<file path="config.mk">
export PLATFORM = sky130hd
export DESIGN_NAME = golden_nonce_arbiter
export DESIGN_NICKNAME = d
export VERILOG_FILES = /design/src/rtl/golden_nonce_arbiter.sv
export SDC_FILE = /design/constraint.sdc
export NUM_CORES = 1
export LEC_CHECK = 0
export CAP_MARGIN = 10
export CELL_PAD_IN_SITES_DETAIL_PLACEMENT = 1
export CELL_PAD_IN_SITES_GLOBAL_PLACEMENT = 1
export CORE_MARGIN = 5
export CORE_UTILIZATION = 40
export DETAILED_ROUTE_END_ITERATION = 16
export GPL_ROUTABILITY_DRIVEN = 0
export PLACE_DENSITY_LB_ADDON = 0.1
export SLEW_MARGIN = 20
export SYNTH_ARGS = -nofsm -noshare
export SYNTH_HDL_FRONTEND = slang
export SYNTH_SLANG_ARGS = --single-unit
</file>
<file path="constraint.sdc">
create_clock -name hash_clk -period 3.7 [get_ports hash_clk]
set_input_delay 0.925 -clock hash_clk [delete_from_list [all_inputs] [get_ports hash_clk]]
set_output_delay 0.925 -clock hash_clk [all_outputs]
set_load 0.01 [all_outputs]
</file>
<file path="src/rtl/golden_nonce_arbiter.sv">
// golden_nonce_arbiter: collects golden-nonce results from NUM_CORES hashcores,
// arbitrates them round-robin into a small FIFO and emits them as rate-limited
// single-cycle pulses towards the comm block.
// Optional build macro: GN_DROP_COUNT_EN adds a saturating drop_count output.
module golden_nonce_arbiter #(
  parameter int NUM_CORES  = 2,
  parameter int FIFO_DEPTH = 4,
  parameter int OUT_GAP    = 8
) (
  input  logic                        hash_clk,
  input  logic                        reset_n,
  input  logic [NUM_CORES-1:0]        gn_match_i,
  input  logic [NUM_CORES*32-1:0]     golden_nonce_i,
  input  logic                        new_work,
  output logic                        is_golden_ticket,
  output logic [31:0]                 golden_nonce,
  output logic [$clog2(FIFO_DEPTH):0] fifo_level
`ifdef GN_DROP_COUNT_EN
  ,
  output logic [15:0]                 drop_count
`endif
);

  localparam int PTR_W = (NUM_CORES > 1) ? $clog2(NUM_CORES) : 1;
  localparam int AW    = $clog2(FIFO_DEPTH);
  localparam int LW    = AW + 1;
  localparam int GW    = $clog2(OUT_GAP);

  typedef enum logic {
    IDLE,
    GAP
  } state_t;

  logic [NUM_CORES-1:0] pending;
  logic [31:0]          hold [NUM_CORES];
  logic [PTR_W-1:0]     rr_ptr;
  logic [NUM_CORES-1:0] grant_vec;
  logic [PTR_W-1:0]     grant_idx;
  int                   scan;

  logic [31:0]          mem [FIFO_DEPTH];
  logic [AW-1:0]        wr_ptr;
  logic [AW-1:0]        rd_ptr;
  logic                 push;
  logic                 pop;
  logic                 fifo_full;
  logic                 fifo_empty;

  state_t               state;
  state_t               state_next;
  logic [GW-1:0]        gap_cnt;
  logic [GW-1:0]        gap_next;
  logic                 tick_next;
  logic [31:0]          nonce_next;

  assign fifo_full  = (fifo_level == LW'(FIFO_DEPTH));
  assign fifo_empty = (fifo_level == '0);

  // Round-robin search for the first pending core at or after rr_ptr; a slot is freed by a same-edge pop.
  always_comb begin
    grant_vec = '0;
    grant_idx = '0;
    push      = 1'b0;
    scan      = 0;
    if (!new_work && (!fifo_full || pop)) begin
      for (int i = 0; i < NUM_CORES; i++) begin
        scan = int'(rr_ptr) + i;
        if (scan >= NUM_CORES) scan = scan - NUM_CORES;
        if (!push && pending[scan]) begin
          push            = 1'b1;
          grant_vec[scan] = 1'b1;
          grant_idx       = PTR_W'(scan);
        end
      end
    end
  end

  // Per-core capture registers; a granted core may re-capture on the same edge its result leaves.
  always_ff @(posedge hash_clk or negedge reset_n) begin
    if (!reset_n) begin
      pending <= '0;
      rr_ptr  <= '0;
      for (int k = 0; k < NUM_CORES; k++) hold[k] <= '0;
    end else if (new_work) begin
      pending <= '0;
      rr_ptr  <= '0;
    end else begin
      for (int k = 0; k < NUM_CORES; k++) begin
        if (gn_match_i[k] && (!pending[k] || grant_vec[k])) begin
          hold[k]    <= golden_nonce_i[k*32 +: 32];
          pending[k] <= 1'b1;
        end else if (grant_vec[k]) begin
          pending[k] <= 1'b0;
        end
      end
      if (push) rr_ptr <= PTR_W'((int'(grant_idx) + 1) % NUM_CORES);
    end
  end

  // Result FIFO with wrap-around pointers and a registered occupancy count.
  always_ff @(posedge hash_clk or negedge reset_n) begin
    if (!reset_n) begin
      wr_ptr     <= '0;
      rd_ptr     <= '0;
      fifo_level <= '0;
      for (int d = 0; d < FIFO_DEPTH; d++) mem[d] <= '0;
    end else if (new_work) begin
      wr_ptr     <= '0;
      rd_ptr     <= '0;
      fifo_level <= '0;
    end else begin
      if (push) begin
        mem[wr_ptr] <= hold[grant_idx];
        wr_ptr      <= wr_ptr + AW'(1);
      end
      if (pop) rd_ptr <= rd_ptr + AW'(1);
      fifo_level <= fifo_level + LW'(push) - LW'(pop);
    end
  end

  // Emitter next-state: pop and pulse from IDLE, then hold off for OUT_GAP edges in GAP.
  always_comb begin
    state_next = state;
    gap_next   = gap_cnt;
    tick_next  = 1'b0;
    nonce_next = golden_nonce;
    pop        = 1'b0;
    case (state)
      IDLE: begin
        if (!fifo_empty) begin
          pop        = 1'b1;
          nonce_next = mem[rd_ptr];
          tick_next  = 1'b1;
          state_next = GAP;
          gap_next   = GW'(OUT_GAP - 1);
        end
      end
      GAP: begin
        gap_next = gap_cnt - GW'(1);
        if (gap_cnt <= GW'(1)) state_next = IDLE;
      end
      default: state_next = IDLE;
    endcase
    if (new_work) begin
      state_next = IDLE;
      gap_next   = '0;
      tick_next  = 1'b0;
      nonce_next = golden_nonce;
      pop        = 1'b0;
    end
  end

  // Emitter state and registered outputs.
  always_ff @(posedge hash_clk or negedge reset_n) begin
    if (!reset_n) begin
      state            <= IDLE;
      gap_cnt          <= '0;
      is_golden_ticket <= 1'b0;
      golden_nonce     <= '0;
    end else begin
      state            <= state_next;
      gap_cnt          <= gap_next;
      is_golden_ticket <= tick_next;
      golden_nonce     <= nonce_next;
    end
  end

`ifdef GN_DROP_COUNT_EN
  localparam int DW = $clog2(NUM_CORES + 1);
  logic [DW-1:0] drop_now;

  // Count results lost this edge: overwrites of a still-pending core, or any match swallowed by a flush.
  always_comb begin
    drop_now = '0;
    for (int k = 0; k < NUM_CORES; k++) begin
      if (gn_match_i[k] && (new_work || (pending[k] && !grant_vec[k]))) drop_now = drop_now + DW'(1);
    end
  end

  // Saturating drop counter, cleared only by reset.
  always_ff @(posedge hash_clk or negedge reset_n) begin
    if (!reset_n) begin
      drop_count <= '0;
    end else if (({1'b0, drop_count} + 17'(drop_now)) > 17'h0FFFF) begin
      drop_count <= 16'hFFFF;
    end else begin
      drop_count <= drop_count + 16'(drop_now);
    end
  end
`endif

endmodule

</file>
==> impl_metrics.yaml, run 1 <==
status:
  outcome: "finished, final reports clean"
placed_design:
  dpl.cell_count: 1167
  placed_area_um2: 11400
  dp_hpwl_mm: 15.6
  io_buffers: 104
  pre_cts_ws_ps: 623
logic_synthesis:
  syn-cell-area_um2: 9930
  netlist.area_leader.share_pct: 60.2
  syn-instance-count: 773
  ys_seq_area_share_pct: 60.2
  synth_top_cell_by_area: "dfrtp_1"
  ys.flop_type: "dfrtp_1"
  synth_edf_count: 0
  async_reset_ff_share_pct: 100
  synth_cell_types: 32
  syn_area_per_cell_um2: 12.8
  synth_fp_nets: 851
  ys_seq_elements: 239
  yosysWarnings: 0
  synthTopCellsByArea: "dfrtp_1, mux2_2, mux4_2"
clock_network:
  cts_max_level: 1
  clkLatencyLatePin_ps: 520
  cts_resized: 0
  cts-buffers-inserted: 27
  cts_tree: "done"
  clkTransAtPathRegs_ps: 60
  postCtsHoldBufs: 0
  cts_root_buffer: "clkbuf_16"
  cts_buffer_depth: 3
  post_cts_buffers: 0
  cts.sinks: 239
critical_path:
  crit_cells: 6
  r2r-end: "fifo_level[2]$_DFF_PN0_"
  crit_family: "buffers and inverters"
  worstSetupPathType: "in -> reg"
  end_kind: "flip-flop"
  cp_max_fo: 32
  crit_arrival_ps: 2910
  start_kind: "primary input"
  worstPathCellList: "clkdlybuf4s50_1 > buf_4 > nor4_4 > buf_12 > mux2i_1 > a21oi_1"
  ff2ff_setup_slack_ps: 1170
  crit_slowest_cell: "mux2i_1"
  cp.required_ps: 4070
  r2r-start: "state$_DFF_PN0_"
  critPathBufInv: 3
  max_stage_delay_ps: 490
  r2r_cells: 10
  setup.worst_path.start: "new_work"
  endpoint: "mem[98]$_DFFE_PN0P_"
pwr:
  pwr_density_cell_nw_per_um2: 803
  pwr-share-seq_pct: 44.0
  switching_power_mw: 2.95
  power_frac_clock_pct: 27.5
  peakVddDrop_mv: 0.313
  swShare_pct: 29.8
  p_int_mw: 6.95
  power.share.combinational_pct: 28.5
  leakagePower_nw: 5.01
  p_total_mw: 9.91
global_route:
  grt_max_degree: 106
  groute.usage.overall_pct: 17.4
  grt_first_pass_wirelength_mm: 39.8
  overflow: 0
  antenna_found_initial: 0
  grt_pass1_vias: 7330
route:
  vias: 6378
  drt_wl_total_mm: 24.0
  antenna_left: 0
  drt_iter0_markers: 274
  viasPerCell: 5.25
  drc: 0
  drt-pass1-iter-count: 4
  wl_per_cell_um: 19.7
die:
  row_count: 57
  ioPinCount: 105
  die-area_um2: 28100
  core_um2: 24400
  start_util_pct: 40.7
  die_y_um: 168
  die_x_um: 168
cells_and_area:
  multi_input_area_um2: 3730
  syn2layout_area_growth_pct: 24.2
  fin_area_um2: 12300
  fin_cells: 1216
  utilization_pct: 50.6
  drive_gt1_share_pct: 22.6
  regArea_um2: 5980
  fillers: 2465
  num_antenna_cells: 0
  layout.nets: 950
timing:
  slew_headroom_pct: 31.7
  whs_ps: 458
  fmax_mhz: 394
  tightest_slew_ps: 1020
  worst_clock_skew_ps: 14.6
  post-route-min-period_ps: 2540
  setup_slack_ps: 1160
  setup_violations: 0
  tns_ps: 0
  finalMaxSlewViolations: 0
  rsz0062_at_grt: "false"
  hold_viol: 0
  period_share_pct: 68.7
hold_path:
  worstHoldPathType: "in -> async"
flow_run:
  drv_cap: 0
[routing by layer]
layer | global-route usage, % | routed length (um) | up-vias
met5 | 0 | 0 | -
met4 | 2.96 | 325 | 0
met3 | 2.78 | 732 | 20
met2 | 29.5 | 11900 | 108
met1 | 24.1 | 11100 | 3333
li1 | - | - | 2917
[state kept, by name, summed over array words and instances, names as in the netlist]
register / cells
fifo_level: 3
rd_ptr: 2
wr_ptr: 2
gap_cnt: 3
mem: 128
pending: 2
rr_ptr: 1
hold: 64
is_golden_ticket: 1
state: 1
golden_nonce: 32
[cell usage after synthesis (2+ instances only)]
| cell type | count |
|---|---|
| buf_1 | 19 |
| buf_4 | 6 |
| o21ai_0 | 4 |
| mux4_2 | 32 |
| xnor2_1 | 3 |
| nand3_1 | 2 |
| inv_1 | 9 |
| buf_2 | 15 |
| ha_1 | 8 |
| clkbuf_1 | 11 |
| xor2_1 | 2 |
| a211oi_1 | 3 |
| dfrtp_1 | 239 |
| nor4b_1 | 4 |
| nor2b_1 | 2 |
| mux2i_1 | 32 |
| nor2_1 | 140 |
| or3_1 | 2 |
| mux2_2 | 96 |
| a21oi_1 | 132 |
[worst min-delay path by stage]
stage                               startpoint                 endpoint  slack, ps  cells after the start
final                                  reset_n  fifo_level[1]$_DFF_PN0_        460                      1
after global routing                   reset_n  fifo_level[1]$_DFF_PN0_        510                      1
after CTS                              reset_n      mem[61]$_DFFE_PN0P_        490                      1
after detailed placement  hold[33]$_DFFE_PN0P_     hold[33]$_DFFE_PN0P_        470                      1
after global placement    hold[33]$_DFFE_PN0P_     hold[33]$_DFFE_PN0P_        470                      1
after floorplan           hold[33]$_DFFE_PN0P_     hold[33]$_DFFE_PN0P_        460                      1
[final cells by class]
type | count | share of cell area, %
inverter | 9 | 0.274
clock buffer | 39 | 6.41
timing repair buffer | 121 | 10.2
sequential | 239 | 48.5
multi-input combinational | 474 | 30.3
tap | 324 | 3.29
clock inverter | 10 | 1.04
[power groups by stage]
| stage | Sequential [mW] | Clock [mW] | Combinational, mW |
|---|---|---|---|
| floorplan | 4.18 | 0 | 1.87 |
| global placement | 4.30 | 0 | 2.72 |
| detailed placement | 4.42 | 0 | 2.88 |
| CTS | 4.37 | 2.80 | 2.90 |
| global route | 4.49 | 2.93 | 3.13 |
| finish | 4.36 | 2.72 | 2.83 |
[cells by family after synthesis]
family | after synthesis | share of synthesized area [%]
multiplexers | 161 | 21.5
AO/OA/AOI/OAI | 142 | 7.33
adder cells (fa/ha/maj) | 9 | 1.21
XOR/XNOR | 5 | 0.441
AND/OR/NAND/NOR | 157 | 6.60
flip-flops | 239 | 60.2
buffers and inverters | 60 | 2.68
[cell usage in the layout, fill, tap and decap left out, drive strengths merged]
| cell | Yosys | routed |
|---|---|---|
| a211o | 1 | 1 |
| a211oi | 3 | 3 |
| a21oi | 133 | 133 |
| buf | 40 | 18 |
| bufinv | 0 | 3 |
| clkbuf | 11 | 39 |
| clkdlybuf4s50 | 0 | 103 |
| clkinv | 0 | 6 |
| dfrtp | 239 | 239 |
| fa | 1 | 1 |
| ha | 8 | 8 |
| inv | 9 | 10 |
| mux2 | 97 | 97 |
| mux2i | 32 | 32 |
| mux4 | 32 | 32 |
| nand2 | 1 | 1 |
| nand2b | 1 | 1 |
| nand3 | 2 | 2 |
| nor2 | 140 | 140 |
| nor2b | 2 | 2 |
| nor3 | 1 | 1 |
| nor3b | 1 | 1 |
| nor4 | 1 | 1 |
| nor4b | 4 | 4 |
| nor4bb | 1 | 1 |
| o211ai | 1 | 1 |
| o21ai | 4 | 4 |
| or2 | 1 | 1 |
| or3 | 2 | 2 |
| xnor2 | 3 | 3 |
| xor2 | 2 | 2 |
Power figures use the tool's default switching activity.
==> inputs of run 2 (changes only) <==
- clock period: 3.7 -> 2.3 ns (I/O delays scaled with it)
==> run 2 against run 1 <==
  * Largest cell class unchanged
  * Non-clock buffer count increased by 48
  * Largest power group unchanged
  * Total power up 62%
  * Highest routed layer unchanged
  * Cell count increased by 3.9%
==> impl_metrics.yaml, run 2 (synthesized netlist as in run 1, its figures left out) <==
status:
  outcome: "finished, final reports clean"
route:
  vias: 6541
  drt_wl_total_mm: 24.4
  drt-pass1-iter-count: 4
  drt_iter0_markers: 331
  drc: 0
  wl_per_cell_um: 19.3
  antenna_left: 0
  viasPerCell: 5.18
global_route:
  overflow: 0
  antenna_found_initial: 0
  groute.usage.overall_pct: 17.7
  grt_first_pass_wirelength_mm: 40.6
  grt_pass1_vias: 7620
  grt_max_degree: 67
clock_network:
  clkLatencyLatePin_ps: 530
  cts_root_buffer: "clkbuf_16"
  cts_buffer_depth: 3
  cts_tree: "done"
  post_cts_buffers: 0
  cts_max_level: 1
  cts.sinks: 239
  cts-buffers-inserted: 26
  clkTransAtPathRegs_ps: 60
cells_and_area:
  largestRegisters: "mem: 128 flops, hold: 64 flops, golden_nonce: 32 flops"
  regMostFlops: "mem"
  syn2layout_area_growth_pct: 28.9
  drive_gt1_share_pct: 26.8
  fin_area_um2: 12800
  layout_common_cells: "dfrtp_1, nor2_1, a21oi_1, clkdlybuf4s50_1, mux2_2"
  final_common_cell: "dfrtp_1"
  num_antenna_cells: 0
  layout.nets: 997
  largest_register_ffs: 128
timing:
  fmax_mhz: 451
  period_share_pct: 96.4
  rsz0062_at_grt: "false"
  worst_clock_skew_ps: 12.8
  setup_violations: 0
  slew_headroom_pct: 63.0
  hold_viol: 0
  tightest_slew_ps: 556
  finalMaxSlewViolations: 0
  post-route-min-period_ps: 2220
  setup_slack_ps: 83.3
die:
  core_um2: 24400
  ioPinCount: 105
  die_x_um: 168
  row_count: 57
  die_y_um: 168
  die-area_um2: 28100
  start_util_pct: 40.7
pwr:
  leakagePower_nw: 5.24
  power_frac_clock_pct: 25.8
  peakVddDrop_mv: 0.467
  pwr-share-seq_pct: 43.2
  power.share.combinational_pct: 31.0
  switching_power_mw: 4.82
  p_int_mw: 11.2
  swShare_pct: 30.1
  pwr_density_cell_nw_per_um2: 1250
critical_path:
  cp.required_ps: 2700
  worstSetupPathType: "reg -> reg"
  cp_max_fo: 4
  max_stage_delay_ps: 440
  end_kind: "flip-flop"
  r2r-start: "fifo_level[2]$_DFF_PN0_"
  crit_arrival_ps: 2620
  ff2ff_setup_slack_ps: 80
  worstPathCellList: "nor4bb_2 > or3_4 > ha_1 > inv_1 > ha_1 > inv_1 > fa_1 > xnor2_1 > nor2_1"
  start_kind: "flip-flop"
  setup.worst_path.start: "fifo_level[2]$_DFF_PN0_"
  crit_slowest_cell: "dfrtp_2"
flow_run:
  drv_cap: 0
placed_design:
  placed_area_um2: 11900
  dp_hpwl_mm: 17.1
  pre_cts_ws_ps: -333
  io_buffers: 104
hold_path:
  hp-start: "hold[33]$_DFFE_PN0P_"
  worstHoldPathType: "reg -> reg"
-- run 2: worst max-delay path: cells and delay by family (launching register included) --
family	cells	cell delay, ps
xor gates and xnor gates	1	150
adders and majority gates	3	790
DFF	1	440
buffers and inverters	2	110
and+or+nand+nor	3	610
-- run 2: path summary, 6_finish.rpt --
kind,end,cells after the start
setup / recovery,fifo_level[2]$_DFF_PN0_,9
hold / removal,hold[33]$_DFFE_PN0P_,1
setup reg to reg,fifo_level[2]$_DFF_PN0_,9
hold reg to reg,hold[33]$_DFFE_PN0P_,1
max in group asynchronous,mem[34]$_DFFE_PN0P_,3
min in group asynchronous,wr_ptr[0]$_DFFE_PN0P_,2
-- run 2: cell type report --
type	instances	area, um2
inverters	9	33.8
multi-input cells	474	3750
clock buffers	41	797
fillers	2475	11600
repair buffers	169	1750
well taps	324	405
clock inverters	7	76.3
flip-flops and latches	239	5990
-- run 2: per-layer routing --
metal | vias to the layer above | track usage, % | wire length (um) | share of wire [%]
met2 | 124 | 30.9 | 12500 | 51
met4 | 0 | 3.49 | 390 | 1.6
met5 | - | 0 | 0 | 0
met1 | 3392 | 23.6 | 10700 | 44
li1 | 2997 | - | - | -
met3 | 28 | 2.83 | 842 | 3.4
-- run 2: through the flow --
| stage | power (mW) | setup TNS (ps) | std cells | utilization, % | hold slack (ps) |
|---|---|---|---|---|---|
| CTS | 16.3 | 0 | 1263 | 52.4 | 505 |
| global route | 17.1 | 0 | 1263 | 52.5 | 515 |
| detailed placement | 12.0 | -27570 | 1214 | 48.8 | 492 |
| global placement | 11.6 | -21060 | 1214 | 48.8 | 472 |
| finish | 16.0 | 0 | 1263 | 52.5 | 501 |
| floorplan | 9.75 | 0 | 773 | - | 279 |
-- run 2: timing repair --
action	CTS	global route
setup endpoints to repair	0	1
hold endpoints to repair	45	0
resized for setup	0	3
hold buffers	1	0
-- run 2: power groups by stage --
stage | logic, mW | clock network, mW | registers [mW]
3_5_place_dp | 5.03 | 0 | 7.01
2_1_floorplan | 3.03 | 0 | 6.72
6_report | 4.96 | 4.14 | 6.92
4_1_cts | 5.06 | 4.27 | 6.94
5_1_grt | 5.47 | 4.46 | 7.13
3_3_place_gp | 4.78 | 0 | 6.81
==> inputs of run 3 (changes only) <==
- SKIP_CTS_REPAIR_TIMING: default -> 1
==> run 3 against run 2 <==
  * The flow now finishes with violations (hold timing)
  * Hold slack worse by 530 ps
  * Clock power about the same
  * Critical path depth unchanged
  * Utilization about the same
  * Total power about the same
  * Count of clock-buffer cells in the layout unchanged
  * Setup slack better by 1.0 ps
  * Clock skew about the same
  * Non-clock buffer count down 1
  * Via count down 0.14%
  * Highest routed layer unchanged
==> impl_metrics.yaml, run 3 (synthesized netlist as in run 1, its figures left out) <==
status:
  outcome: "finished with violations"
  failed_checks: "hold timing"
route:
  drc: 0
  viasPerCell: 5.18
  wl_per_cell_um: 19.4
  drt_wl_total_mm: 24.4
  drt_iter0_markers: 330
  drt-pass1-iter-count: 4
  vias: 6532
  antenna_left: 0
critical_path:
  start_kind: "flip-flop"
  cp.required_ps: 2700
  worstSetupPathType: "reg -> reg"
  ff2ff_setup_slack_ps: 80
  end_kind: "flip-flop"
  r2r_cells: 9
  cp_max_fo: 4
  crit_arrival_ps: 2620
  r2r-start: "fifo_level[2]$_DFF_PN0_"
  r2r-end: "fifo_level[2]$_DFF_PN0_"
cells_and_area:
  drive_gt1_share_pct: 26.9
  fin_cells: 1262
  largest_register_ffs: 128
  num_antenna_cells: 0
  layout_common_cells: "dfrtp_1, nor2_1, a21oi_1, clkdlybuf4s50_1, mux2_2"
  layout.nets: 996
  fillers: 2476
  syn2layout_area_growth_pct: 28.8
  largestRegisters: "mem: 128 flops, hold: 64 flops, golden_nonce: 32 flops"
  utilization_pct: 52.4
  final_common_cell: "dfrtp_1"
  regMostFlops: "mem"
pwr:
  leakagePower_nw: 5.24
  peakVddDrop_mv: 0.466
  pwr_density_cell_nw_per_um2: 1250
  p_total_mw: 16.0
die:
  die_y_um: 168
  row_count: 57
  die_x_um: 168
  ioPinCount: 105
  start_util_pct: 40.7
  die-area_um2: 28100
  core_um2: 24400
clock_network:
  cts_max_level: 1
  cts_root_buffer: "clkbuf_16"
  clkTransAtPathRegs_ps: 60
  cts_tree: "done"
  cts.sinks: 239
  cts_buffer_depth: 3
  cts-buffers-inserted: 26
  clkLatencyLatePin_ps: 530
timing:
  worst_clock_skew_ps: 12.5
  setup_violations: 0
  post-route-min-period_ps: 2220
  hold_viol: 12
  period_share_pct: 96.3
  slew_headroom_pct: 63.2
  whs_ps: -26.0
  tightest_slew_ps: 552
  rsz0062_at_grt: "false"
  fmax_mhz: 451
  finalMaxSlewViolations: 0
  tns_ps: 0
global_route:
  grt_first_pass_wirelength_mm: 40.6
  grt_pass1_vias: 7614
  antenna_found_initial: 0
  overflow: 0
  groute.usage.overall_pct: 17.7
  grt_max_degree: 67
placed_design:
  io_buffers: 104
  dp_hpwl_mm: 17.1
  dpl.cell_count: 1214
hold_path:
  worstHoldPathType: "in -> async"
flow_run:
  drv_cap: 0
[run 3: cell count changes in the layout (fill, tap and decap cells not counted), sizes merged]
cell         previous run  this run
dlygate4sd3             1         0
[run 3: power breakdown]
part	switching [mW]	internal, mW
clock network	1.65	2.49
registers	1.03	5.89
logic	2.13	2.83
total	4.81	11.2
[run 3: through the flow]
step / worst slack [ps] / area [um2]
3_5_place_dp: -333 / 11900
5_1_grt: 14.9 / 12800
2_1_floorplan: 5.42 / 9950
3_3_place_gp: -287 / 11900
4_1_cts: 47.7 / 12800
6_report: 84.3 / 12800
[run 3: layer usage]
| layer | up-vias | GRT usage [%] | wire (um) |
|---|---|---|---|
| met2 | 110 | 30.9 | 12500 |
| met4 | 0 | 3.49 | 392 |
| met5 | - | 0 | 0 |
| li1 | 2994 | - | - |
| met3 | 29 | 2.83 | 767 |
| met1 | 3399 | 23.6 | 10700 |
[run 3: worst max-delay path: stages (launching register included)]
cell,delay (ps)
dfrtp_2,440
nor4bb_2,190
or3_4,370
ha_1,280
inv_1,60
ha_1,130
inv_1,50
fa_1,380
xnor2_1,150
nor2_1,50
[run 3: worst max-delay path by stage]
stage / startpoint / to / slack, ps / cells after the start
after detailed placement: new_work / fifo_level[2]$_DFF_PN0_ / -330 / 9
after global routing: fifo_level[1]$_DFF_PN0_ / fifo_level[2]$_DFF_PN0_ / 10 / 9
after global placement: new_work / fifo_level[2]$_DFF_PN0_ / -290 / 9
after CTS: fifo_level[1]$_DFF_PN0_ / fifo_level[2]$_DFF_PN0_ / 50 / 10
after floorplan: new_work / fifo_level[2]$_DFF_PN0_ / 5 / 9
final: fifo_level[2]$_DFF_PN0_ / fifo_level[2]$_DFF_PN0_ / 80 / 9
[run 3: cell type report]
class                           instances  area (um2)  area share, %
Inverter                                9        33.8          0.264
Clock inverter                          7        76.3          0.597
Timing Repair Buffer                  168        1740           13.6
Tap cell                              324         405           3.17
Sequential cell                       239        5990           46.8
Clock buffer                           41         797           6.23
Multi-Input combinational cell        474        3750           29.3
